File: config.mk
export PLATFORM = sky130hd
export DESIGN_NAME = pixel_scanout_reader
export DESIGN_NICKNAME = d
export VERILOG_FILES = /design/src/rtl/pixel_scanout_pkg.sv /design/src/rtl/scan_timing_gen.sv /design/src/rtl/pixel_scanout_reader.sv
export SDC_FILE = /design/constraint.sdc
export NUM_CORES = 1
export LEC_CHECK = 0
export ABC_AREA = 1
export ABC_CLOCK_PERIOD_IN_PS = 4500
export BUFFER_PORTS_ARGS = -buffer_cell sky130_fd_sc_hd__buf_4
export CORE_MARGIN = 2
export CORE_UTILIZATION = 35
export CTS_BUF_LIST = sky130_fd_sc_hd__clkbuf_8
export CTS_CLUSTER_SIZE = 28
export DETAILED_ROUTE_END_ITERATION = 8
export GPL_TIMING_DRIVEN = 0
export HOLD_SLACK_MARGIN = 0.1
export SLEW_MARGIN = 5
export SYNTH_ARGS = -nofsm -noshare
export SYNTH_HDL_FRONTEND = slang
export SYNTH_SLANG_ARGS = --single-unit
File: constraint.sdc
create_clock -name clk -period 4.5 [get_ports clk]
set_clock_uncertainty 0.15 [all_clocks]
set_input_delay 0.9 -clock clk [delete_from_list [all_inputs] [get_ports clk]]
set_output_delay 0.9 -clock clk [all_outputs]
set_load 0.02 [all_outputs]
File: src/rtl/pixel_scanout_pkg.sv
// Shared types, VGA 640x480@60 timing and small helpers for the pixel scan-out reader.
package pixel_scanout_pkg;

    typedef logic [7:0] rgb332_t;

    typedef struct packed {
        logic [9:0] h_active;
        logic [9:0] h_fp;
        logic [9:0] h_sync;
        logic [9:0] h_bp;
        logic [9:0] v_active;
        logic [9:0] v_fp;
        logic [9:0] v_sync;
        logic [9:0] v_bp;
    } scan_timing_t;

    localparam int H_ACTIVE        = 640;
    localparam int H_FP            = 16;
    localparam int H_SYNC          = 96;
    localparam int H_BP            = 48;
    localparam int H_TOTAL         = H_ACTIVE + H_FP + H_SYNC + H_BP;
    localparam int V_ACTIVE        = 480;
    localparam int V_FP            = 10;
    localparam int V_SYNC          = 2;
    localparam int V_BP            = 33;
    localparam int V_TOTAL         = V_ACTIVE + V_FP + V_SYNC + V_BP;
    localparam int DEF_SCALE_SHIFT = 2;
    localparam int FB_W            = H_ACTIVE >> DEF_SCALE_SHIFT;
    localparam int FB_H            = V_ACTIVE >> DEF_SCALE_SHIFT;

    localparam scan_timing_t VGA_640X480 = '{
        h_active: 10'(H_ACTIVE), h_fp: 10'(H_FP), h_sync: 10'(H_SYNC), h_bp: 10'(H_BP),
        v_active: 10'(V_ACTIVE), v_fp: 10'(V_FP), v_sync: 10'(V_SYNC), v_bp: 10'(V_BP)
    };

    // True when pos lies in [lo, lo+len-1].
    function automatic logic in_window(input logic [9:0] pos, input int lo, input int len);
        return (int'(pos) >= lo) && (int'(pos) < lo + len);
    endfunction

endpackage

File: src/rtl/scan_timing_gen.sv
// Pixel-tick divider and raster counters; raw sync/active decode plus frame-start and vblank status.
module scan_timing_gen
    import pixel_scanout_pkg::*;
#(
    parameter int           CLK_DIV = 2,
    parameter scan_timing_t TIMING  = VGA_640X480
) (
    input  logic       i_clk,
    input  logic       i_rst_n,
    input  logic       i_enable,
    output logic       o_tick,
    output logic [9:0] o_h_count,
    output logic [9:0] o_v_count,
    output logic       o_active,
    output logic       o_hs,
    output logic       o_vs,
    output logic       o_frame_start,
    output logic       o_vblank
);

    localparam int H_ACT  = int'(TIMING.h_active);
    localparam int H_TOT  = H_ACT + int'(TIMING.h_fp) + int'(TIMING.h_sync) + int'(TIMING.h_bp);
    localparam int V_ACT  = int'(TIMING.v_active);
    localparam int V_TOT  = V_ACT + int'(TIMING.v_fp) + int'(TIMING.v_sync) + int'(TIMING.v_bp);
    localparam int DIV_W  = $clog2(CLK_DIV);
    localparam logic [DIV_W-1:0] DIV_LAST = DIV_W'(CLK_DIV - 1);
    localparam logic [9:0]       H_LAST   = 10'(H_TOT - 1);
    localparam logic [9:0]       V_LAST   = 10'(V_TOT - 1);

    logic [DIV_W-1:0] r_div;
    logic [DIV_W-1:0] w_div_nxt;
    logic [9:0]       r_h;
    logic [9:0]       r_v;
    logic [9:0]       w_h_nxt;
    logic [9:0]       w_v_nxt;
    logic             w_tick;
    logic             r_frame_start;
    logic             r_vblank;

    // Next divider and raster position; line and frame wrap land on the same tick.
    always_comb begin
        w_tick    = (r_div == DIV_LAST);
        w_div_nxt = w_tick ? {DIV_W{1'b0}} : r_div + DIV_W'(1);
        w_h_nxt   = r_h;
        w_v_nxt   = r_v;
        if (w_tick) begin
            if (r_h == H_LAST) begin
                w_h_nxt = 10'd0;
                w_v_nxt = (r_v == V_LAST) ? 10'd0 : r_v + 10'd1;
            end else begin
                w_h_nxt = r_h + 10'd1;
            end
        end else begin
            w_h_nxt = r_h;
        end
    end

    // Counter state; disable parks the raster at (0,0) so re-enable starts a fresh frame.
    always_ff @(posedge i_clk) begin
        if (!i_rst_n || !i_enable) begin
            r_div         <= {DIV_W{1'b0}};
            r_h           <= 10'd0;
            r_v           <= 10'd0;
            r_frame_start <= 1'b0;
            r_vblank      <= 1'b0;
        end else begin
            r_div         <= w_div_nxt;
            r_h           <= w_h_nxt;
            r_v           <= w_v_nxt;
            // Registered from next state so the pulse coincides with the (0,0) tick itself.
            r_frame_start <= (w_div_nxt == DIV_LAST) && (w_h_nxt == 10'd0) && (w_v_nxt == 10'd0);
            if (w_tick) begin
                r_vblank <= (r_v >= 10'(V_ACT));
            end
        end
    end

    assign o_tick        = w_tick;
    assign o_h_count     = r_h;
    assign o_v_count     = r_v;
    assign o_active      = (r_h < 10'(H_ACT)) && (r_v < 10'(V_ACT));
    assign o_hs          = !in_window(r_h, H_ACT + int'(TIMING.h_fp), int'(TIMING.h_sync));
    assign o_vs          = !in_window(r_v, V_ACT + int'(TIMING.v_fp), int'(TIMING.v_sync));
    assign o_frame_start = r_frame_start;
    assign o_vblank      = r_vblank;

endmodule

File: src/rtl/pixel_scanout_reader.sv
// Framebuffer scan-out: issues upscaled pixel-memory reads and drives VGA sync, blank and RGB332
// two pixel ticks behind the raster position.
module pixel_scanout_reader
    import pixel_scanout_pkg::*;
#(
    parameter int           N           = 32,
    parameter int           ADDR_W      = 15,
    parameter int           CLK_DIV     = 2,
    parameter int           SCALE_SHIFT = 2,
    parameter scan_timing_t TIMING      = VGA_640X480
) (
    input  logic              clk,
    input  logic              rst,
    input  logic              enable,
    output logic [ADDR_W-1:0] pixAddr,
    input  logic [N-1:0]      pixData,
    output logic              hsync,
    output logic              vsync,
    output logic              blankN,
    output rgb332_t           rgb,
    output logic              frameStart,
    output logic              vblank
);

    localparam int FB_COLS = int'(TIMING.h_active) >> SCALE_SHIFT;
    localparam int FB_ROWS = int'(TIMING.v_active) >> SCALE_SHIFT;

    generate
        if (longint'(FB_COLS) * longint'(FB_ROWS) > (longint'(1) << ADDR_W)) begin : g_addr_too_narrow
            $error("pixel_scanout_reader: framebuffer does not fit in ADDR_W address bits");
        end
        if (CLK_DIV < 2) begin : g_div_too_small
            $error("pixel_scanout_reader: CLK_DIV must be at least 2");
        end
    endgenerate

    logic              w_tick;
    logic [9:0]        w_h;
    logic [9:0]        w_v;
    logic              w_active;
    logic              w_hs;
    logic              w_vs;
    logic [ADDR_W-1:0] w_addr;
    logic              w_unused_pix_hi;

    logic [ADDR_W-1:0] r_pix_addr;
    logic              r_active1;
    logic              r_hs1;
    logic              r_vs1;
    logic              r_hsync;
    logic              r_vsync;
    logic              r_blank_n;
    rgb332_t           r_rgb;

    scan_timing_gen #(
        .CLK_DIV (CLK_DIV),
        .TIMING  (TIMING)
    ) u_timing (
        .i_clk         (clk),
        .i_rst_n       (rst),
        .i_enable      (enable),
        .o_tick        (w_tick),
        .o_h_count     (w_h),
        .o_v_count     (w_v),
        .o_active      (w_active),
        .o_hs          (w_hs),
        .o_vs          (w_vs),
        .o_frame_start (frameStart),
        .o_vblank      (vblank)
    );

    assign w_addr          = ADDR_W'(((int'(w_v) >> SCALE_SHIFT) * FB_COLS) + (int'(w_h) >> SCALE_SHIFT));
    assign w_unused_pix_hi = ^pixData[N-1:8];

    // Stage 1 issues the read, stage 2 captures the returned pixel with the delayed sync/blank.
    always_ff @(posedge clk) begin
        if (!rst) begin
            r_pix_addr <= {ADDR_W{1'b0}};
            r_active1  <= 1'b0;
            r_hs1      <= 1'b1;
            r_vs1      <= 1'b1;
            r_hsync    <= 1'b1;
            r_vsync    <= 1'b1;
            r_blank_n  <= 1'b0;
            r_rgb      <= 8'd0;
        end else if (!enable) begin
            r_active1  <= 1'b0;
            r_hs1      <= 1'b1;
            r_vs1      <= 1'b1;
            r_hsync    <= 1'b1;
            r_vsync    <= 1'b1;
            r_blank_n  <= 1'b0;
            r_rgb      <= 8'd0;
        end else if (w_tick) begin
            r_active1  <= w_active;
            if (w_active) begin
                r_pix_addr <= w_addr;
            end
            r_hs1      <= w_hs;
            r_vs1      <= w_vs;
            r_hsync    <= r_hs1;
            r_vsync    <= r_vs1;
            r_blank_n  <= r_active1;
            r_rgb      <= r_active1 ? pixData[7:0] : 8'd0;
        end
    end

    assign pixAddr = r_pix_addr;
    assign hsync   = r_hsync;
    assign vsync   = r_vsync;
    assign blankN  = r_blank_n;
    assign rgb     = r_rgb;

endmodule

# After elaboration in Yosys (flattened, before gate mapping)
# Index checks and enable logic that the tools add are counted.
[totals]
register_bits = 52
in_bits = 35
out_inout_bits = 28
elab_cells = 48
[classes]
reduce_logical = 14
n_mux = 7
n_addsub = 4
n_eq_ne = 2
mul = 1
magnitude_cmp = 7
[ops]
columns = ["op", "count"]
rows = [
  ["10-bit two-way mux", 5],
  ["10-bit by 1-bit adder with 10-bit output, second input constant", 2],
  ["10-bit == test, second input constant", 2],
  ["10-bit by 9-bit greater-or-equal comparator with 1-bit output, second input constant", 2],
  ["10-bit logical NOT", 2],
  ["10-bit less-than comparator, second input constant", 2],
  ["10-bit by 9-bit less-than comparator with 1-bit output, second input constant", 2],
  ["15-bit by 8-bit adder with 15-bit output", 1],
  ["10-bit greater-or-equal comparator, second input constant", 1],
  ["8-bit by 3-bit multiplier with 10-bit output, second input constant", 1],
  ["8-bit two-way mux", 1],
  ["1-bit logical AND", 5],
  ["1-bit logical NOT", 4],
  ["3-bit AND reduction", 1],
  ["2-bit AND reduction", 1],
  ["1-bit adder, second input constant", 1],
  ["1-bit logical OR", 1],
  ["1-bit two-way mux", 1],
]

# Depth between registers and ports, before layout
[depth]
depth_word = 6
mapped_depth = 13
depth_no_buf = 13

# Cells and area by module
# From an unflattened synthesis, not the netlist that was laid out.
[hier_totals]
hier_cells = 471
hier_area_um2 = 3164.3
[by_module_without_submodules]
columns = ["mod", "area_each_um2", "seq_area_each_um2", "cells_per_inst", "instances"]
rows = [
  ["pixel_scanout_reader", 1699.1, 580.6, 238, 1],
  ["scan_timing_gen", 1465.2, 460.4, 233, 1],
]

# Worst setup path after synthesis
# No wires, ideal clock.
[synth_path]
path_kind = "reg2reg"
start = "reg u_timing.r_v[5], in the netlist u_timing.o_v_count[5]"
end = "reg r_pix_addr[14], in the netlist pixAddr[14]"
t_required_ns = 4.237
t_arrival_ns = 2.334
setup_ns = 0.113
path_buffers = 0
setup_slack_ns = 1.903
path_stages_with_launch = 13
synth_period_minus_slack_ns = 2.597
path_cell_list = "dfxtp_1 -> ha_1 -> ha_1 -> fa_1 -> nand4_1 -> o21ai_0 -> nand2_1 -> nor2_1 -> nand3_1 -> nand2_1 -> nand2_1 -> o21ai_1 -> inv_1"
[synth_via]
elab_chain_len = 3
elab_cells_between_ends = 5
classes_between = "add/sub (1); mul (1); order compare (1); reduce/logical (2)"
[synth_lines]
columns = ["element", "line", "source"]
rows = [
  ["start, declared", "scan_timing_gen.sv:33", "logic [9:0] r_v;"],
  ["start signal, assigned", "scan_timing_gen.sv:69", "r_v <= w_v_nxt;"],
  ["parallel branches: the longest is 3 deep, another holds 15-bit by 8-bit adder with 15-bit output", "-", ""],
  ["end signal, assigned", "pixel_scanout_reader.sv:78", "r_pix_addr <= {ADDR_W{1'b0}};"],
  ["end signal, assigned", "pixel_scanout_reader.sv:97", "r_pix_addr <= w_addr;"],
  ["end, declared", "pixel_scanout_reader.sv:46", "logic [ADDR_W-1:0] r_pix_addr;"],
]
# Parallel ways; which one is timed is not known.
# A chain may end at the register's enable or synchronous reset.

# Worst setup path after layout
# Ends and elaborated chain as after synthesis.

==> flow_metrics.tcl <==
set metrics [dict create \
    start_util_pct 35.9 \
    antennaDiodeCount 0 \
    fin_util_pct 42.3 \
    endpoint_kind "register" \
    status "complete, no violations" \
    first_global_vias 2481 \
    critPathTopFamily "adder cells" \
    synthSimpleGateAreaFrac_pct 30.5 \
    synth_fa_ha_area_share_pct 9.88 \
    antenna_left 0 \
    synth_top_family_by_area "simple AND/OR/NAND/NOR gates" \
    crit_slowest_cell "fa_1" \
    dp_hpwl_mm 5.56 \
    fp-row-count 33 \
    drc 0 \
    tightest_slew_ns 0.505 \
    grt_usage_pct 16.0 \
    ys_seq_elements 52 \
    chipWidth_um 95.6 \
    synth-xor-area-share_pct 3.58 \
    die_h_um 95.6 \
    period_share_pct 63.0 \
    syn-num-nets 465 \
    cts_tree "built" \
    routed_wl_mm 6.99 \
    cts_root_buf "clkbuf_8" \
    grt_max_degree 18 \
    ys.flop_type "dfxtp_1" \
    critPathMaxStageDelay_ns 0.56 \
    setup_viol 0 \
    async_flop_share_pct 0 \
    final_nets 509 \
    hold_path.class "reg2reg" \
    cts_max_level 2 \
    synth.area.mux_share_pct 0 \
    max_freq_mhz 353 \
    cap_violations 0 \
    crit_top_cell "nand2_1" \
    gp_congestion 0.950 \
    firstDrtPassIters 5 \
    drv_slew 0 \
    p_per_area_nw_per_um2 249 \
    postCtsSetupBuffers 0 \
    critical_path_class "reg2reg" \
    io_pins 63 \
    area_growth_pct 17.9 \
    die-area_um2 9140 \
    setup_tns_ns 0 \
    worst_ep_required_time_ns 4.56 \
    synth_cell_types 38 \
    cp_num_buf_inv 1 \
    clk_pin_slew_ns 0.10 \
    cts_resized 0 \
    drive_above_1_share_pct 14.1 \
    cts_made_buffers 5 \
    slew_headroom_pct 66.3 \
    grt_pass1_wl_mm 11.5 \
    hold_buffers 0 \
    wl_per_cell_um 12.5 \
    ys_warn_count 0 \
    netlist_instances 408 \
    irDropWorstVdd_mv 0.112 \
    drt_iter0_drc 166 \
    crit_fanout 9 \
    hold_violations 0 \
    num_vias 2801 \
    synth_edf_count 0 \
    clock_sinks 52 \
    worstPathArrival_ns 2.90 \
    leakage_nw 1.69 \
    vias_per_cell 5.02 \
    grt-ovfl-total 0 \
    period_needed_ns 2.84 \
    rsz0062_at_grt "false" \
    path_cells "ha_1 -> ha_1 -> fa_1 -> nand4_1 -> o21ai_0 -> nand2_1 -> nor2_1 -> nand3_1 -> nand2_1 -> nand2_1 -> o21ai_1 -> inv_1" \
    insertion_delay_ns 0.31 \
    avgSynthCellArea_um2 7.20 \
    antenna_found_initial 0 \
    netlist_area_um2 2940 \
    startpoint_type "register" \
    synth_compound_area_share_pct 12.1 \
    seq_area_frac_synth_pct 35.4 \
    io_buffer_count 37 \
    clock_path_buffers 2 \
    core_um2 8180 \
]
[Yosys cell counts (8+ instances only)]
library cell	n	area [um2]
ha_1	20	250
nand4_1	14	87.6
inv_1	47	176
a21oi_1	17	85.1
dfxtp_1	52	1040
xor2_1	9	78.8
a32o_1	8	80.1
nor2_1	55	206
nand3_1	30	150
o21ai_0	24	120
nand2_1	87	327
[cell type report]
type                            count  area, um2
Clock inverter                      3       46.3
Clock buffer                        5       68.8
Buffer                             11       55.1
Timing Repair Buffer               37        278
Inverter                           50        193
Multi-Input combinational cell    295       1650
Fill cell                         881       4710
Sequential cell                    52       1040
Tap cell                          105        131
[state kept, by name (all words and copies together), names as in the netlist]
name and count:
r_vs1 1, u_timing.o_v_count 10, r_hs1 1, hsync 1, rgb 8, r_active1 1, vsync 1, u_timing.o_h_count 10
u_timing.o_frame_start 1, u_timing.o_vblank 1, u_timing.o_tick 1, pixAddr 15, blankN 1
[logic make-up (layout without fill, tap and decap cells)]
group                    Yosys count  count (layout)
AO/OA/AOI/OAI                     59              59
flip-flops                        52              52
XOR/XNOR                          12              12
buffers and inverters             61             106
AND/OR/NAND/NOR                  202             202
adder cells (fa/ha/maj)           22              22
[cells in the final DEF, fill, tap and decap left out, types with 3 or more instances in the layout]
cell type / Yosys / final
a21oi_1: 17 / 17
dfxtp_1: 52 / 52
buf_4: 2 / 39
clkbuf_1: 3 / 3
clkbuf_8: 0 / 5
nor3_1: 3 / 3
nor2_2: 3 / 3
ha_1: 20 / 20
buf_2: 3 / 3
inv_1: 47 / 47
xnor2_1: 3 / 3
a32o_1: 8 / 8
xor2_1: 9 / 9
nor2_1: 55 / 55
o21ai_0: 24 / 24
nand3_1: 30 / 30
nand2_1: 87 / 87
nand4_1: 14 / 14
[power by group]
| group | internal [W] | leakage, nW | switching, W | total, W |
|---|---|---|---|---|
| clock | 0.000169 | 0.0600 | 0.000163 | 0.000332 |
| combinational | 0.0000225 | 1.21 | 0.0000356 | 0.0000581 |
| sequential | 0.000468 | 0.421 | 0.00000410 | 0.000472 |
| total | 0.000660 | 1.69 | 0.000203 | 0.000863 |
[metal layers]
layer / wire, um / up-vias / GRT usage [%]
li1: - / 1433 / -
met1: 3360 / 1294 / 21.2
met2: 3190 / 62 / 25.5
met3: 286 / 12 / 3.24
met4: 153 / 0 / 6.19
met5: 0 / - / 0
[through the flow]
step | area, um2 | total power [W] | hold WS, ns | cells | setup slack [ns]
after floorplan | 2940 | 0.000516 | 0.280 | 408 | 1.90
after global placement | 3350 | 0.000541 | 0.292 | 550 | 1.64
after detailed placement | 3350 | 0.000542 | 0.295 | 550 | 1.66
after CTS | 3460 | 0.000879 | 0.310 | 558 | 1.63
after global routing | 3460 | 0.000902 | 0.337 | 558 | 1.34
final | 3460 | 0.000863 | 0.304 | 558 | 1.66
[final timing paths]
kind	startpoint	to	slack (ns)	cells past startpoint
setup / recovery	u_timing.o_v_count[5]$_SDFF_PN0_	pixAddr[14]$_SDFFE_PN0P_	1.66	12
hold / removal	r_vs1$_SDFFE_PN1P_	vsync$_SDFFE_PN1P_	0.30	2
setup reg to reg	u_timing.o_v_count[5]$_SDFF_PN0_	pixAddr[14]$_SDFFE_PN0P_	1.66	12
hold reg to reg	r_vs1$_SDFFE_PN1P_	vsync$_SDFFE_PN1P_	0.30	2
[worst reg2reg max path, stage by stage, from the launching register on]
cell and delay [ns]:
dfxtp_1 0.51, ha_1 0.30, ha_1 0.22, fa_1 0.56
nand4_1 0.09, o21ai_0 0.27, nand2_1 0.09, nor2_1 0.17
nand3_1 0.11, nand2_1 0.07, nand2_1 0.05, o21ai_1 0.11
inv_1 0.04
No activity file was read; power rests on OpenSTA's default activity.
